[src/rtl/alu_arbiter_if.sv]
// Request/response channels of the two ALU clients plus the ALU-side bus,
// bundled for the arbiter. The arbiter takes the slave view; the clients
// and the ALU together take the master view.
interface alu_arbiter_if #(
   parameter int WIDTH = 32
);
   logic [1:0]       req_valid;
   logic [1:0]       req_ready;
   logic [2:0]       req_cmd0;
   logic [2:0]       req_cmd1;
   logic [WIDTH-1:0] req_a0;
   logic [WIDTH-1:0] req_b0;
   logic [WIDTH-1:0] req_a1;
   logic [WIDTH-1:0] req_b1;

   logic [1:0]       rsp_valid;
   logic [1:0]       rsp_ready;
   logic [WIDTH-1:0] rsp_res;
   logic             rsp_zero;
   logic             rsp_err;

   logic [2:0]       alu_cmd;
   logic [WIDTH-1:0] alu_a;
   logic [WIDTH-1:0] alu_b;
   logic [WIDTH-1:0] alu_res;
   logic             alu_zero;

   modport slave (
      input  req_valid, req_cmd0, req_cmd1, req_a0, req_b0, req_a1, req_b1,
      output req_ready,
      output rsp_valid, rsp_res, rsp_zero, rsp_err,
      input  rsp_ready,
      output alu_cmd, alu_a, alu_b,
      input  alu_res, alu_zero
   );

   modport master (
      output req_valid, req_cmd0, req_cmd1, req_a0, req_b0, req_a1, req_b1,
      input  req_ready,
      input  rsp_valid, rsp_res, rsp_zero, rsp_err,
      output rsp_ready,
      input  alu_cmd, alu_a, alu_b,
      output alu_res, alu_zero
   );
endinterface

[src/rtl/alu_arbiter.sv]
// Round-robin sharing of one combinational ALU between two requesters.
// A granted request is registered onto the ALU inputs for one cycle (EXEC),
// the ALU result is captured and held on the winner's response channel
// (RESP) until that requester consumes it.
module alu_arbiter #(
   parameter int WIDTH = 32
) (
   input logic          clk,
   input logic          rst,
   alu_arbiter_if.slave bus
);

   localparam logic [2:0] CMD_ILLEGAL = 3'b011;

   typedef enum logic [1:0] {
      IDLE,
      EXEC,
      RESP
   } state_t;

   state_t           state;
   logic             last;       // most recent grant
   logic             grant;      // requester being served
   logic             sel;        // requester that would win this cycle
   logic [2:0]       alu_cmd_q;
   logic [WIDTH-1:0] alu_a_q;
   logic [WIDTH-1:0] alu_b_q;
   logic [1:0]       rsp_valid_q;
   logic [WIDTH-1:0] rsp_res_q;
   logic             rsp_zero_q;
   logic             rsp_err_q;

   // Round-robin pick: on contention the requester not served last wins.
   always_comb begin
      // NOTE: default assignment first so every path drives sel; no latch.
      sel = 1'b0;
      if (bus.req_valid == 2'b11) begin
         sel = ~last;
      end else begin
         sel = bus.req_valid[1];
      end
   end

   assign bus.req_ready = (state == IDLE && |bus.req_valid)
                          ? (sel ? 2'b10 : 2'b01) : 2'b00;

   // Control FSM; the ALU operand registers double as the latched request
   // and are zeroed outside EXEC so the ALU stays quiet.
   always_ff @(posedge clk or posedge rst) begin
      if (rst) begin
         state       <= IDLE;
         last        <= 1'b1;
         grant       <= 1'b0;
         alu_cmd_q   <= '0;
         alu_a_q     <= '0;
         alu_b_q     <= '0;
         rsp_valid_q <= 2'b00;
         rsp_res_q   <= '0;
         rsp_zero_q  <= 1'b0;
         rsp_err_q   <= 1'b0;
      end else begin
         // NOTE: non-blocking assignments so every register samples
         // pre-edge values regardless of statement order.
         case (state)
            IDLE: begin
               if (|bus.req_valid) begin
                  grant     <= sel;
                  last      <= sel;
                  alu_cmd_q <= sel ? bus.req_cmd1 : bus.req_cmd0;
                  alu_a_q   <= sel ? bus.req_a1   : bus.req_a0;
                  alu_b_q   <= sel ? bus.req_b1   : bus.req_b0;
                  state     <= EXEC;
               end
            end
            EXEC: begin
               if (alu_cmd_q == CMD_ILLEGAL) begin
                  rsp_res_q  <= '0;
                  rsp_zero_q <= 1'b1;
                  rsp_err_q  <= 1'b1;
               end else begin
                  rsp_res_q  <= bus.alu_res;
                  rsp_zero_q <= bus.alu_zero;
                  rsp_err_q  <= 1'b0;
               end
               rsp_valid_q <= grant ? 2'b10 : 2'b01;
               alu_cmd_q   <= '0;
               alu_a_q     <= '0;
               alu_b_q     <= '0;
               state       <= RESP;
            end
            RESP: begin
               if (bus.rsp_ready[grant]) begin
                  rsp_valid_q <= 2'b00;
                  state       <= IDLE;
               end
            end
            default: state <= IDLE;
         endcase
      end
   end

   assign bus.alu_cmd   = alu_cmd_q;
   assign bus.alu_a     = alu_a_q;
   assign bus.alu_b     = alu_b_q;
   assign bus.rsp_valid = rsp_valid_q;
   assign bus.rsp_res   = rsp_res_q;
   assign bus.rsp_zero  = rsp_zero_q;
   assign bus.rsp_err   = rsp_err_q;

endmodule

[src/flat_wrapper.sv]
// flat-port wrapper written by rule: the top's interface ports become plain ports
module alu_arbiter_flat 
#(
   parameter int WIDTH = 32
)
  (clk, rst, bus_req_valid, bus_req_cmd0, bus_req_cmd1, bus_req_a0, bus_req_b0, bus_req_a1, bus_req_b1, bus_req_ready, bus_rsp_valid, bus_rsp_res, bus_rsp_zero, bus_rsp_err, bus_rsp_ready, bus_alu_cmd, bus_alu_a, bus_alu_b, bus_alu_res, bus_alu_zero);
  alu_arbiter_if #(.WIDTH(WIDTH)) bus_i ();
  input logic clk;
  input logic rst;
  input wire logic [$bits(bus_i.req_valid)-1:0] bus_req_valid;
  input wire logic [$bits(bus_i.req_cmd0)-1:0] bus_req_cmd0;
  input wire logic [$bits(bus_i.req_cmd1)-1:0] bus_req_cmd1;
  input wire logic [$bits(bus_i.req_a0)-1:0] bus_req_a0;
  input wire logic [$bits(bus_i.req_b0)-1:0] bus_req_b0;
  input wire logic [$bits(bus_i.req_a1)-1:0] bus_req_a1;
  input wire logic [$bits(bus_i.req_b1)-1:0] bus_req_b1;
  output wire logic [$bits(bus_i.req_ready)-1:0] bus_req_ready;
  output wire logic [$bits(bus_i.rsp_valid)-1:0] bus_rsp_valid;
  output wire logic [$bits(bus_i.rsp_res)-1:0] bus_rsp_res;
  output wire logic [$bits(bus_i.rsp_zero)-1:0] bus_rsp_zero;
  output wire logic [$bits(bus_i.rsp_err)-1:0] bus_rsp_err;
  input wire logic [$bits(bus_i.rsp_ready)-1:0] bus_rsp_ready;
  output wire logic [$bits(bus_i.alu_cmd)-1:0] bus_alu_cmd;
  output wire logic [$bits(bus_i.alu_a)-1:0] bus_alu_a;
  output wire logic [$bits(bus_i.alu_b)-1:0] bus_alu_b;
  input wire logic [$bits(bus_i.alu_res)-1:0] bus_alu_res;
  input wire logic [$bits(bus_i.alu_zero)-1:0] bus_alu_zero;
  assign bus_i.req_valid = bus_req_valid;
  assign bus_i.req_cmd0 = bus_req_cmd0;
  assign bus_i.req_cmd1 = bus_req_cmd1;
  assign bus_i.req_a0 = bus_req_a0;
  assign bus_i.req_b0 = bus_req_b0;
  assign bus_i.req_a1 = bus_req_a1;
  assign bus_i.req_b1 = bus_req_b1;
  assign bus_req_ready = bus_i.req_ready;
  assign bus_rsp_valid = bus_i.rsp_valid;
  assign bus_rsp_res = bus_i.rsp_res;
  assign bus_rsp_zero = bus_i.rsp_zero;
  assign bus_rsp_err = bus_i.rsp_err;
  assign bus_i.rsp_ready = bus_rsp_ready;
  assign bus_alu_cmd = bus_i.alu_cmd;
  assign bus_alu_a = bus_i.alu_a;
  assign bus_alu_b = bus_i.alu_b;
  assign bus_i.alu_res = bus_alu_res;
  assign bus_i.alu_zero = bus_alu_zero;
  alu_arbiter #(.WIDTH(WIDTH)) u_core (.clk(clk), .rst(rst), .bus(bus_i));
endmodule
[config.mk]
export PLATFORM = sky130hd
export DESIGN_NAME = alu_arbiter_flat
export DESIGN_NICKNAME = d
export VERILOG_FILES = /design/src/rtl/alu_arbiter_if.sv /design/src/rtl/alu_arbiter.sv /design/src/flat_wrapper.sv
export SDC_FILE = /design/constraint.sdc
export NUM_CORES = 1
export LEC_CHECK = 0
export BUFFER_PORTS_ARGS = -buffer_cell sky130_fd_sc_hd__buf_2
export CAP_MARGIN = 20
export CORE_AREA = 2 2 107 109
export DETAILED_ROUTE_END_ITERATION = 8
export DIE_AREA = 0 0 109 111
export PLACE_DENSITY_LB_ADDON = 0.15
export SLEW_MARGIN = 0
export SYNTH_ARGS = -nofsm -noshare
export SYNTH_HDL_FRONTEND = slang
export SYNTH_SLANG_ARGS = --single-unit
[constraint.sdc]
create_clock -name clk -period 3.25 [get_ports clk]
set_input_delay 0.1625 -clock clk [delete_from_list [all_inputs] [get_ports clk]]
set_output_delay 0.1625 -clock clk [all_outputs]
set_load 0.02 [all_outputs]
==> results.sh <==
export IMPL_post_cts_setup_buffer_count=0
export IMPL_hold_class="in -> async"
export IMPL_start_util_pct=41.7
export IMPL_wirelength_um=14100
export IMPL_grt_antenna_before_repair=0
export IMPL_reg2reg_depth=5
export IMPL_drt_iter0_drc=289
export IMPL_final_seq_area_sq_um=2680
export IMPL_grt_max_degree=69
export IMPL_synthSimpleGateAreaFrac_pct=12.2
export IMPL_peakVddDrop_mv=0.549
export IMPL_grt_pass1_vias=4278
export IMPL_end_kind="output port"
export IMPL_cp_num_buf_inv=1
export IMPL_placed_cells=763
export IMPL_avgSynthCellArea_sq_um=12.3
export IMPL_finalCritPeriodShare_pct=74.1
export IMPL_htreeDepth=3
export IMPL_drt_first_pass_iters=4
export IMPL_yosysWarnings=0
export IMPL_ios=278
export IMPL_drt_antenna_violating_nets=0
export IMPL_syn_inst=377
export IMPL_clk_latency_ps=340
export IMPL_tns_ps=0
export IMPL_viasPerCell=5.45
export IMPL_required_ps=3090
export IMPL_area_growth_pct=36.9
export IMPL_yosys_area_share_adder_pct=0
export IMPL_die_h_um=111
export IMPL_numPortBuffers=277
export IMPL_route_detailed_drc=0
export IMPL_grt_overflow=0
export IMPL_die_w_um=109
export IMPL_grt_pass1_wl_um=22000
export IMPL_slowest_stage="and3_2"
export IMPL_worstSetupPathType="reg -> out"
export IMPL_setup_violations=0
export IMPL_gp_congestion=0.797
export IMPL_outcome="complete, but fails checks"
export IMPL_hold_viol_final=24
export IMPL_cellLeakagePower_uw=0.00354
export IMPL_ctsLongestPathBuffers=2
export IMPL_multi_input_area_sq_um=1670
export IMPL_synth_top_family_by_area="compound AO/OA/AOI/OAI gates"
export IMPL_timing_rr_end="u_core.bus.alu_a[2]"
export IMPL_clock_fmax_ghz=0.415
export IMPL_r2r_setup_slack_ps=1230
export IMPL_period_minus_slack_ps=2410
export IMPL_vias=4249
export IMPL_synth_cell_types=29
export IMPL_grt_total_usage_pct=23.1
export IMPL_ys_seq_area_share_pct=57.9
export IMPL_ctsResizeCount=0
export IMPL_numCtsBuffers=9
export IMPL_fin_skew_ps=6.21
export IMPL_clkTransAtPathRegs_ps=80
export IMPL_worst_pin_slew_ps=1050
export IMPL_hold_worst_slack_ps=-35.2
export IMPL_clkSinkCount=107
export IMPL_finalNetCount=804
export IMPL_dieArea_sq_um=12100
export IMPL_num_rows=39
export IMPL_coreArea_sq_um=11100
export IMPL_max_slew_margin_rel_pct=29.9
export IMPL_cts_tree="yes"
export IMPL_num_antenna_cells=0
export IMPL_rsz0062_at_grt="false"
export IMPL_ys_ff_latch=107
export IMPL_p_per_area_nw_per_um2=1090
export IMPL_power_uw=6910
export IMPL_worst_ep_arrival_time_ps=2250
export IMPL_path_cells="nor2_4 > and3_2 > buf_2"
export IMPL_cp_max_fo=55
export IMPL_drive_gt1_share_pct=48.4
export IMPL_maxCapViolCount=0
export IMPL_synth_xor_xnor_area_share_pct=0
export IMPL_cp_top_family="simple AND/OR/NAND/NOR gates"
export IMPL_synth_compound_area_share_pct=23.5
export IMPL_slew_violations=0
export IMPL_wl_per_cell_um=18.1
export IMPL_dp_hpwl_um=9770
export IMPL_cts_root_buf="clkbuf_16"
export IMPL_hold_buffers=0
export IMPL_synth_fp_nets=550
export IMPL_reg2reg_from="u_core.state[0]"
export IMPL_startpoint_type="flip-flop"
export IMPL_violations="negative hold slack"
export IMPL_fillers=950
export IMPL_synth_area_sq_um=4620
export IMPL_slowest_delay_ps=890
export IMPL_synthMuxAreaShare_pct=0
export IMPL_fin_cells=779
==> synthesized netlist by cell type <==
master | number | area, sq um
buf_6 | 12 | 135
nand3_1 | 1 | 5.00
nand4b_1 | 1 | 8.76
a31oi_1 | 13 | 81.3
clkbuf_1 | 12 | 45.0
a21oi_1 | 4 | 20.0
nand2_1 | 30 | 113
nor2_1 | 3 | 11.3
buf_4 | 7 | 52.6
dfrtp_1 | 106 | 2650
dfstp_2 | 1 | 26.3
a22o_1 | 32 | 280
a21o_1 | 2 | 15.0
a221o_1 | 54 | 541
o21bai_1 | 1 | 7.51
buf_2 | 9 | 45.0
a31oi_2 | 1 | 12.5
nor2b_1 | 2 | 12.5
nand3b_1 | 3 | 22.5
nor2_4 | 1 | 11.3
a21boi_2 | 1 | 11.3
a21bo_2 | 1 | 10.0
a22oi_1 | 13 | 97.6
inv_1 | 5 | 18.8
nor3_1 | 2 | 10.0
nand2b_1 | 3 | 18.8
and3_1 | 55 | 344
or2_1 | 1 | 6.26
a221oi_1 | 1 | 8.76
==> flip-flops by register name (all words and copies together) (netlist names) <==
signal	count
u_core.bus.rsp_zero	1
u_core.state	2
u_core.bus.alu_cmd	3
u_core.grant	1
u_core.bus.rsp_valid	2
u_core.bus.alu_b	32
u_core.bus.rsp_err	1
u_core.bus.alu_a	32
u_core.last	1
u_core.bus.rsp_res	32
==> layer usage <==
layer | GRT usage, % | share of wire, % | vias to the layer above
met4 | 6.84 | 1.8 | 0
met5 | 0 | 0 | -
li1 | - | - | 1964
met3 | 5.11 | 7.3 | 18
met1 | 30.1 | 42 | 2079
met2 | 38.3 | 49 | 188
==> worst reg2reg max path: stages (launching register included) <==
cell	delay, ps
dfrtp_1	520
nor2_4	160
buf_4	500
nand2_1	180
inv_1	370
a31oi_1	150
==> how the worst max path moves through the flow <==
| stage | cells after the start | slack [ps] | start | to |
|---|---|---|---|---|
| 5_1_grt | 3 | 690 | u_core.state[0] | bus_req_ready[0] |
| 3_3_place_gp | 3 | 1210 | u_core.last | bus_req_ready[0] |
| 6_report | 3 | 840 | u_core.state[0] | bus_req_ready[0] |
| 3_5_place_dp | 3 | 1190 | u_core.last | bus_req_ready[0] |
| 4_1_cts | 3 | 800 | u_core.state[0] | bus_req_ready[0] |
| 2_1_floorplan | 1 | 270 | rst | u_core.bus.alu_a[0] |
==> through the flow <==
| step | cell area, sq um | setup slack, ps | hold WS [ps] | util, % |
|---|---|---|---|---|
| after floorplan | 4620 | 272 | 285 | - |
| after global placement | 5990 | 1210 | 380 | 54.1 |
| after detailed placement | 5990 | 1190 | 379 | 54.1 |
| after CTS | 6330 | 798 | 9.15 | 57.1 |
| after global routing | 6330 | 692 | 22.5 | 57.1 |
| final | 6330 | 842 | -35.2 | 57.1 |
==> cells in the final DEF (no fill, tap or decap), types with 5 or more instances in the layout <==
| cell | Yosys | layout |
|---|---|---|
| a31oi_1 | 13 | 13 |
| dfrtp_1 | 106 | 106 |
| and3_1 | 55 | 54 |
| clkbuf_16 | 0 | 9 |
| buf_4 | 7 | 5 |
| nand2_1 | 30 | 30 |
| a22o_1 | 32 | 32 |
| buf_2 | 9 | 277 |
| a221o_1 | 54 | 54 |
| a22oi_1 | 13 | 13 |
==> power breakdown <==
part	switching (uW)	total [uW]	internal [uW]
Sequential	428	2430	2010
Clock	498	1220	721
Combinational	1990	3250	1270
Total	2910	6910	3990
==> layout make-up <==
class / count / area share, %
Sequential cell: 107 / 42.3
Multi-Input combinational cell: 225 / 26.4
Timing Repair Buffer: 283 / 22.8
Clock buffer: 11 / 3.99
Tap cell: 143 / 2.83
Clock inverter: 5 / 1.32
Inverter: 5 / 0.336
==> cells by family (layout without fill, tap and decap cells) <==
family / Yosys count / after routing
buffers and inverters: 45 / 304
AND/OR/NAND/NOR: 102 / 102
flip-flops: 107 / 107
AO/OA/AOI/OAI: 123 / 123
Note: power is estimated with default switching activity, not from simulation.
